$ cat config.mk
export PLATFORM = sky130hd
export DESIGN_NAME = fpga_cmd_rx_flat
export DESIGN_NICKNAME = d
export VERILOG_FILES = /design/src/rtl/fpga_cmd_rx_pkg.sv /design/src/rtl/fpga_cmd_rx_if.sv /design/src/rtl/fpga_cmd_rx_sync_edge.sv /design/src/rtl/fpga_cmd_rx.sv /design/src/flat_wrapper.sv
export SDC_FILE = /design/constraint.sdc
export NUM_CORES = 1
export LEC_CHECK = 0
export CELL_PAD_IN_SITES_DETAIL_PLACEMENT = 1
export CELL_PAD_IN_SITES_GLOBAL_PLACEMENT = 2
export CORE_ASPECT_RATIO = 0.9
export CORE_MARGIN = 2
export CORE_UTILIZATION = 48
export CTS_BUF_LIST = sky130_fd_sc_hd__clkbuf_2
export CTS_CLUSTER_DIAMETER = 40
export CTS_CLUSTER_SIZE = 28
export DETAILED_ROUTE_END_ITERATION = 10
export DONT_BUFFER_PORTS = 1
export GPL_TIMING_DRIVEN = 0
export PLACE_DENSITY_LB_ADDON = 0.1
export SLEW_MARGIN = 0
export SYNTH_ARGS = -nofsm -noshare
export SYNTH_HDL_FRONTEND = slang
export SYNTH_SLANG_ARGS = --single-unit
export TNS_END_PERCENT = 1
$ cat constraint.sdc
create_clock -name ck_1356meg -period 3.6 [get_ports ck_1356meg]
set_clock_uncertainty 0.2 [all_clocks]
set_input_delay 0.72 -clock ck_1356meg [delete_from_list [all_inputs] [get_ports ck_1356meg]]
set_output_delay 0.72 -clock ck_1356meg [all_outputs]
set_load 0.005 [all_outputs]
$ cat src/rtl/fpga_cmd_rx_pkg.sv
// Shared command codes, field widths and reset values for the ARM->FPGA command receiver.
package fpga_cmd_rx_pkg;

  localparam int unsigned CMD_W   = 4;
  localparam int unsigned DATA_W  = 12;
  localparam int unsigned SHIFT_W = CMD_W + DATA_W;
  localparam int unsigned CONF_W  = 9;
  localparam int unsigned BYTE_W  = 8;

  localparam logic [CMD_W-1:0] CMD_SET_CONFREG    = 4'h1;
  localparam logic [CMD_W-1:0] CMD_SET_DIVISOR    = 4'h2;
  localparam logic [CMD_W-1:0] CMD_SET_USER_BYTE1 = 4'h3;
  localparam logic [CMD_W-1:0] CMD_TRACE_ENABLE   = 4'h4;

  localparam logic [2:0] FPGA_MAJOR_MODE_OFF = 3'b111;

  // Major mode OFF, subcarrier and minor mode zero
  localparam logic [CONF_W-1:0] CONF_RESET_DEFAULT = {FPGA_MAJOR_MODE_OFF, 6'h00};

  typedef enum logic [1:0] {
    ST_IDLE   = 2'd0,
    ST_SHIFT  = 2'd1,
    ST_COMMIT = 2'd2
  } rx_state_e;

  // One received frame: command nibble first on the wire, then 12 data bits
  typedef struct packed {
    logic [CMD_W-1:0]  cmd;
    logic [DATA_W-1:0] data;
  } frame_t;

endpackage

$ cat src/rtl/fpga_cmd_rx_if.sv
// SPI pins from the ARM plus the decoded configuration outputs.
interface fpga_cmd_rx_if;
  import fpga_cmd_rx_pkg::*;

  logic              spck;
  logic              mosi;
  logic              ncs;
  logic [CONF_W-1:0] conf_word;
  logic              trace_enable;
  logic [BYTE_W-1:0] divisor;
  logic [BYTE_W-1:0] user_byte1;
  logic              conf_update;
  logic              frame_err;

  // ARM side: drives the pins, observes the configuration
  modport master (
    output spck, mosi, ncs,
    input  conf_word, trace_enable, divisor, user_byte1, conf_update, frame_err
  );

  // Receiver side
  modport slave (
    input  spck, mosi, ncs,
    output conf_word, trace_enable, divisor, user_byte1, conf_update, frame_err
  );

endinterface

$ cat src/rtl/fpga_cmd_rx_sync_edge.sv
// Two-flop synchronizer with a delay flop and registered rise/fall strobes.
module sync_edge (
  input  logic clk,
  input  logic rst_n,
  input  logic d,
  output logic rise,
  output logic fall
);

  logic s1_q;
  logic s2_q;
  logic dly_q;

  // Synchronize the pin, then compare against the previous synced value
  always_ff @(posedge clk or negedge rst_n) begin
    if (!rst_n) begin
      s1_q  <= 1'b0;
      s2_q  <= 1'b0;
      dly_q <= 1'b0;
      rise  <= 1'b0;
      fall  <= 1'b0;
    end else begin
      s1_q  <= d;
      s2_q  <= s1_q;
      dly_q <= s2_q;
      rise  <= s2_q & ~dly_q;
      fall  <= ~s2_q & dly_q;
    end
  end

endmodule

$ cat src/rtl/fpga_cmd_rx.sv
// Oversampling receiver for 16-bit ARM->FPGA command frames; decodes into config registers.
module fpga_cmd_rx
  import fpga_cmd_rx_pkg::*;
#(
  parameter int unsigned        FRAME_BITS = 16,
  parameter logic [CONF_W-1:0]  CONF_RESET = CONF_RESET_DEFAULT
) (
  input  logic          ck_1356meg,
  input  logic          nreset,
  fpga_cmd_rx_if.slave  bus
);

  localparam int unsigned   CNT_W    = $clog2(FRAME_BITS + 2);
  localparam logic [CNT_W-1:0] CNT_FULL = CNT_W'(FRAME_BITS);
  localparam logic [CNT_W-1:0] CNT_MAX  = CNT_W'(FRAME_BITS + 1);

  logic spck_rise;
  logic spck_fall;
  logic ncs_rise;
  logic ncs_fall;
  logic mosi_s1_q;
  logic mosi_s2_q;

  rx_state_e          state_q, state_d;
  logic [SHIFT_W-1:0] shift_q, shift_d;
  logic [CNT_W-1:0]   cnt_q, cnt_d;
  logic               commit_ok;
  logic               commit_err;
  frame_t             frame;

  logic [CONF_W-1:0]  conf_word_q;
  logic               trace_enable_q;
  logic [BYTE_W-1:0]  divisor_q;
  logic [BYTE_W-1:0]  user_byte1_q;
  logic               conf_update_q;
  logic               frame_err_q;
  logic               unused_data;

  sync_edge u_spck_sync (
    .clk   (ck_1356meg),
    .rst_n (nreset),
    .d     (bus.spck),
    .rise  (spck_rise),
    .fall  (spck_fall)
  );

  sync_edge u_ncs_sync (
    .clk   (ck_1356meg),
    .rst_n (nreset),
    .d     (bus.ncs),
    .rise  (ncs_rise),
    .fall  (ncs_fall)
  );

  // mosi synchronizer; data is stable for several cycles around each spck rise
  always_ff @(posedge ck_1356meg or negedge nreset) begin
    if (!nreset) begin
      mosi_s1_q <= 1'b0;
      mosi_s2_q <= 1'b0;
    end else begin
      mosi_s1_q <= bus.mosi;
      mosi_s2_q <= mosi_s1_q;
    end
  end

  // FSM state, shift register and bit counter
  always_ff @(posedge ck_1356meg or negedge nreset) begin
    if (!nreset) begin
      state_q <= ST_IDLE;
      shift_q <= '0;
      cnt_q   <= '0;
    end else begin
      state_q <= state_d;
      shift_q <= shift_d;
      cnt_q   <= cnt_d;
    end
  end

  // Next state and frame capture; ncs rise has priority over a same-cycle spck rise
  always_comb begin
    state_d    = state_q;
    shift_d    = shift_q;
    cnt_d      = cnt_q;
    commit_ok  = 1'b0;
    commit_err = 1'b0;
    case (state_q)
      ST_IDLE: begin
        if (ncs_fall) begin
          shift_d = '0;
          cnt_d   = '0;
          state_d = ST_SHIFT;
        end
      end
      ST_SHIFT: begin
        if (ncs_rise) begin
          state_d = ST_COMMIT;
        end else if (spck_rise) begin
          shift_d = {shift_q[SHIFT_W-2:0], mosi_s2_q};
          if (cnt_q != CNT_MAX) begin
            cnt_d = cnt_q + CNT_W'(1);
          end
        end
      end
      ST_COMMIT: begin
        state_d = ST_IDLE;
        if (cnt_q == CNT_FULL) begin
          commit_ok = 1'b1;
        end else begin
          commit_err = 1'b1;
        end
      end
      default: state_d = ST_IDLE;
    endcase
  end

  assign frame       = frame_t'(shift_q);
  assign unused_data = &{1'b0, frame.data[DATA_W-1:CONF_W], spck_fall};

  // Command decode into the configuration registers
  always_ff @(posedge ck_1356meg or negedge nreset) begin
    if (!nreset) begin
      conf_word_q    <= CONF_RESET;
      trace_enable_q <= 1'b0;
      divisor_q      <= '0;
      user_byte1_q   <= '0;
      conf_update_q  <= 1'b0;
      frame_err_q    <= 1'b0;
    end else begin
      conf_update_q <= 1'b0;
      frame_err_q   <= commit_err;
      if (commit_ok) begin
        case (frame.cmd)
          CMD_SET_CONFREG: begin
            conf_word_q   <= frame.data[CONF_W-1:0];
            conf_update_q <= 1'b1;
          end
          CMD_SET_DIVISOR:    divisor_q      <= frame.data[BYTE_W-1:0];
          CMD_SET_USER_BYTE1: user_byte1_q   <= frame.data[BYTE_W-1:0];
          CMD_TRACE_ENABLE:   trace_enable_q <= frame.data[0];
          default: ;
        endcase
      end
    end
  end

  assign bus.conf_word    = conf_word_q;
  assign bus.trace_enable = trace_enable_q;
  assign bus.divisor      = divisor_q;
  assign bus.user_byte1   = user_byte1_q;
  assign bus.conf_update  = conf_update_q;
  assign bus.frame_err    = frame_err_q;

endmodule

$ cat src/flat_wrapper.sv
// flat-port wrapper written by rule: the top's interface ports become plain ports
module fpga_cmd_rx_flat import fpga_cmd_rx_pkg::*;
#(
  parameter int unsigned        FRAME_BITS = 16,
  parameter logic [CONF_W-1:0]  CONF_RESET = CONF_RESET_DEFAULT
)
  (ck_1356meg, nreset, bus_spck, bus_mosi, bus_ncs, bus_conf_word, bus_trace_enable, bus_divisor, bus_user_byte1, bus_conf_update, bus_frame_err);
  fpga_cmd_rx_if bus_i ();
  input  logic ck_1356meg;
  input  logic nreset;
  input wire logic [$bits(bus_i.spck)-1:0] bus_spck;
  input wire logic [$bits(bus_i.mosi)-1:0] bus_mosi;
  input wire logic [$bits(bus_i.ncs)-1:0] bus_ncs;
  output wire logic [$bits(bus_i.conf_word)-1:0] bus_conf_word;
  output wire logic [$bits(bus_i.trace_enable)-1:0] bus_trace_enable;
  output wire logic [$bits(bus_i.divisor)-1:0] bus_divisor;
  output wire logic [$bits(bus_i.user_byte1)-1:0] bus_user_byte1;
  output wire logic [$bits(bus_i.conf_update)-1:0] bus_conf_update;
  output wire logic [$bits(bus_i.frame_err)-1:0] bus_frame_err;
  assign bus_i.spck = bus_spck;
  assign bus_i.mosi = bus_mosi;
  assign bus_i.ncs = bus_ncs;
  assign bus_conf_word = bus_i.conf_word;
  assign bus_trace_enable = bus_i.trace_enable;
  assign bus_divisor = bus_i.divisor;
  assign bus_user_byte1 = bus_i.user_byte1;
  assign bus_conf_update = bus_i.conf_update;
  assign bus_frame_err = bus_i.frame_err;
  fpga_cmd_rx #(.FRAME_BITS(FRAME_BITS), .CONF_RESET(CONF_RESET)) u_core (.ck_1356meg(ck_1356meg), .nreset(nreset), .bus(bus_i));
endmodule
==> results.json <==
{
  "clock-root-buffer": "clkbuf_2",
  "synth_top_area_cell": "dfrtp_1",
  "p_int_mw": 0.965,
  "die_h_um": 73.1,
  "grt_first_pass_wirelength_um": 7960,
  "grt_max_degree": 63,
  "relSlewSlack": 0.667,
  "fin_tns_setup_ns": 0,
  "grt_overflow": 0,
  "worstPathArrival_ns": 2.35,
  "power_density_nw_per_um2": 485,
  "maxClockFrequency_mhz": 459,
  "synth.cell_area_um2": 2540,
  "synth_fp_nets": 199,
  "start_util": 0.490,
  "syn_to_final_growth_pct": 10.6,
  "dp_cells": 258,
  "synth_edf_count": 0,
  "synthArstFlopShare": 1.00,
  "switching_share": 0.293,
  "p_clk_frac": 0.310,
  "die-width_um": 80.8,
  "p_comb_frac": 0.132,
  "status": "finished, final reports clean",
  "worstPathMaxFanout": 9,
  "tightest_slew_ns": 0.493,
  "drtAntennaViolNets": 0,
  "drt-pass1-iter-count": 4,
  "drv_slew": 0,
  "ctsHoldBuffers": 5,
  "leakagePower_nw": 1.40,
  "cts_buffer_depth": 2,
  "yosysUniqueCellTypes": 29,
  "avgSynthCellArea_um2": 13.3,
  "postCtsSetupRepairBufs": 0,
  "hp-class": "reg -> reg",
  "io_buffers": 0,
  "grt_pass1_vias": 1631,
  "syn_inst": 191,
  "setup-violations-final": 0,
  "endpoint_kind": "flop",
  "p_switching_mw": 0.400,
  "synth_ff_type": "dfrtp_1",
  "hold_viol_final": 0,
  "cts_resized": 0,
  "core_area_um2": 5190,
  "post-route-min-period_ns": 2.18,
  "antennaDiodeCount": 0,
  "synth_area_leaders": "dfrtp_1 (58%), mux2_2 (12%), mux2i_1 (7.1%), dfstp_2 (3.1%), inv_1 (3.1%)",
  "synth-seq-area-share": 0.611,
  "ios": 33,
  "yosysWarningCount": 0,
  "path_clk_slew_ns": 0.18,
  "synth_top_area_frac": 0.580,
  "drc": 0,
  "dr.first_iter.drc_count": 57,
  "drv_cap": 0,
  "worst-setup-path-type": "reg -> reg",
  "rows": 25,
  "viasPerCell": 5.17,
  "layoutNonFillerInstCount": 279,
  "htree_num_levels": 3,
  "antenna_found_initial": 0,
  "grt_usage": 0.186,
  "worstSetupStartpointType": "flop",
  "clk_latency_ns": 0.48,
  "hpwl_um": 3070,
  "cts_inserted_buffers": 9,
  "finalCritPeriodShare": 0.605,
  "pwr-share-seq": 0.558,
  "synth.most_common_cell": "dfrtp_1",
  "yosys_register_bits": 62,
  "drive_gt1_frac": 0.264,
  "wl_per_cell_um": 16.8,
  "synthTopCellsByCount": "dfrtp_1 (59), mux2_2 (27), inv_1 (21)",
  "die_area_um2": 5900,
  "dr_total_vias": 1442,
  "gp_congestion": 0.772,
  "cts_tree": "yes",
  "num-nets-final": 215,
  "clock_sinks": 62,
  "rsz0062_at_grt": "no",
  "required_ns": 3.78,
  "peakVddDrop_v": 0.000238,
  "wl_um": 4700
}
-- power by group through the flow --
stage | clock [mW] | combinational [mW] | sequential [mW]
floorplan | 0 | 0.124 | 0.765
global placement | 0 | 0.151 | 0.773
detailed placement | 0 | 0.160 | 0.776
CTS | 0.445 | 0.184 | 0.763
global route | 0.473 | 0.206 | 0.770
finish | 0.424 | 0.180 | 0.762
-- final timing paths --
check | from | endpoint | cells after the start | slack [ns]
max in group asynchronous | nreset | u_core.bus.conf_word[6] | 2 | 2.34
min | u_core.u_spck_sync.s1_q | u_core.u_spck_sync.s2_q | 0 | 0.17
max | u_core.cnt_q[0] | u_core.bus.conf_word[5] | 6 | 1.42
min reg2reg | u_core.u_spck_sync.s1_q | u_core.u_spck_sync.s2_q | 0 | 0.17
max reg2reg | u_core.cnt_q[0] | u_core.bus.conf_word[5] | 6 | 1.42
min in group asynchronous | nreset | u_core.frame[10] | 2 | 0.55
-- sequential cells by signal, summed over array words and instances (netlist names) --
register                  count
u_core.bus.conf_update        1
u_core.u_ncs_sync.rise        1
u_core.u_ncs_sync.s2_q        1
u_core.mosi_s1_q              1
u_core.frame                 16
u_core.u_ncs_sync.s1_q        1
u_core.bus.conf_word          9
u_core.u_spck_sync.s2_q       1
u_core.u_spck_sync.dly_q      1
u_core.bus.frame_err          1
u_core.bus.divisor            8
u_core.bus.user_byte1         8
u_core.cnt_q                  5
u_core.bus.trace_enable       1
u_core.u_ncs_sync.dly_q       1
u_core.state_q                2
u_core.u_ncs_sync.fall        1
u_core.u_spck_sync.s1_q       1
u_core.u_spck_sync.rise       1
u_core.mosi_s2_q              1
-- cell type report --
cell class,instances,area [um2]
well taps,67,83.8
multi-input cells,100,867
clock inverters,7,72.6
plain buffers,8,43.8
fillers,554,2380
repair buffers,5,67.6
inverters,21,78.8
flip-flops and latches,62,1560
clock buffers,9,45.0
-- critical path: stages (launching register included) --
cell	delay [ns]
dfrtp_1	0.48
inv_1	0.09
ha_1	0.15
and4bb_2	0.21
buf_2	0.17
nand4_2	0.38
mux2_2	0.41
-- cell families (layout without fill, tap and decap cells) --
kind of cell,after synthesis,in the layout,synth area share
DFF,62,62,0.611
muxes,45,45,0.190
and+or+nand+nor,43,43,0.105
buffers and inverters,29,50,0.0482
AOI/OAI and AO/OA,9,9,0.0310
adders and majority gates,3,3,0.0148
-- through the flow --
stage / worst slack [ns] / instance area, um2 / hold WS [ns] / power [mW] / utilization
2_1_floorplan: 1.75 / 2540 / 0.131 / 0.889 / -
3_3_place_gp: 1.52 / 2630 / 0.135 / 0.924 / 0.506
3_5_place_dp: 1.43 / 2630 / 0.136 / 0.936 / 0.506
4_1_cts: 1.41 / 2810 / 0.187 / 1.39 / 0.542
5_1_grt: 1.29 / 2810 / 0.195 / 1.45 / 0.542
6_report: 1.42 / 2810 / 0.174 / 1.36 / 0.542
-- layer usage --
| layer | wire, um | up-vias | track usage |
|---|---|---|---|
| met2 | 2310 | 28 | 0.284 |
| met1 | 2120 | 733 | 0.238 |
| met4 | 36 | 0 | 0.0640 |
| li1 | - | 677 | - |
| met5 | 0 | - | 0 |
| met3 | 237 | 4 | 0.0829 |
-- cell usage in the layout (no fill, tap or decap), types with 2 or more instances in the layout --
cell           count
ha_1               3
nand2b_1           2
dfrtp_1           59
clkinv_4           2
dlygate4sd3_1      4
nor2b_1            3
buf_2              2
nand3_1            4
nand4_2            3
mux2_2            27
nor3b_1            4
nor2_1             2
clkbuf_1           4
a22o_1             2
mux2i_1           18
clkbuf_2           9
a221o_1            2
nand3b_1           2
dfstp_2            3
inv_1             21
nand2_1           17
nor3_1             3
(Power assumes the default switching activity.)
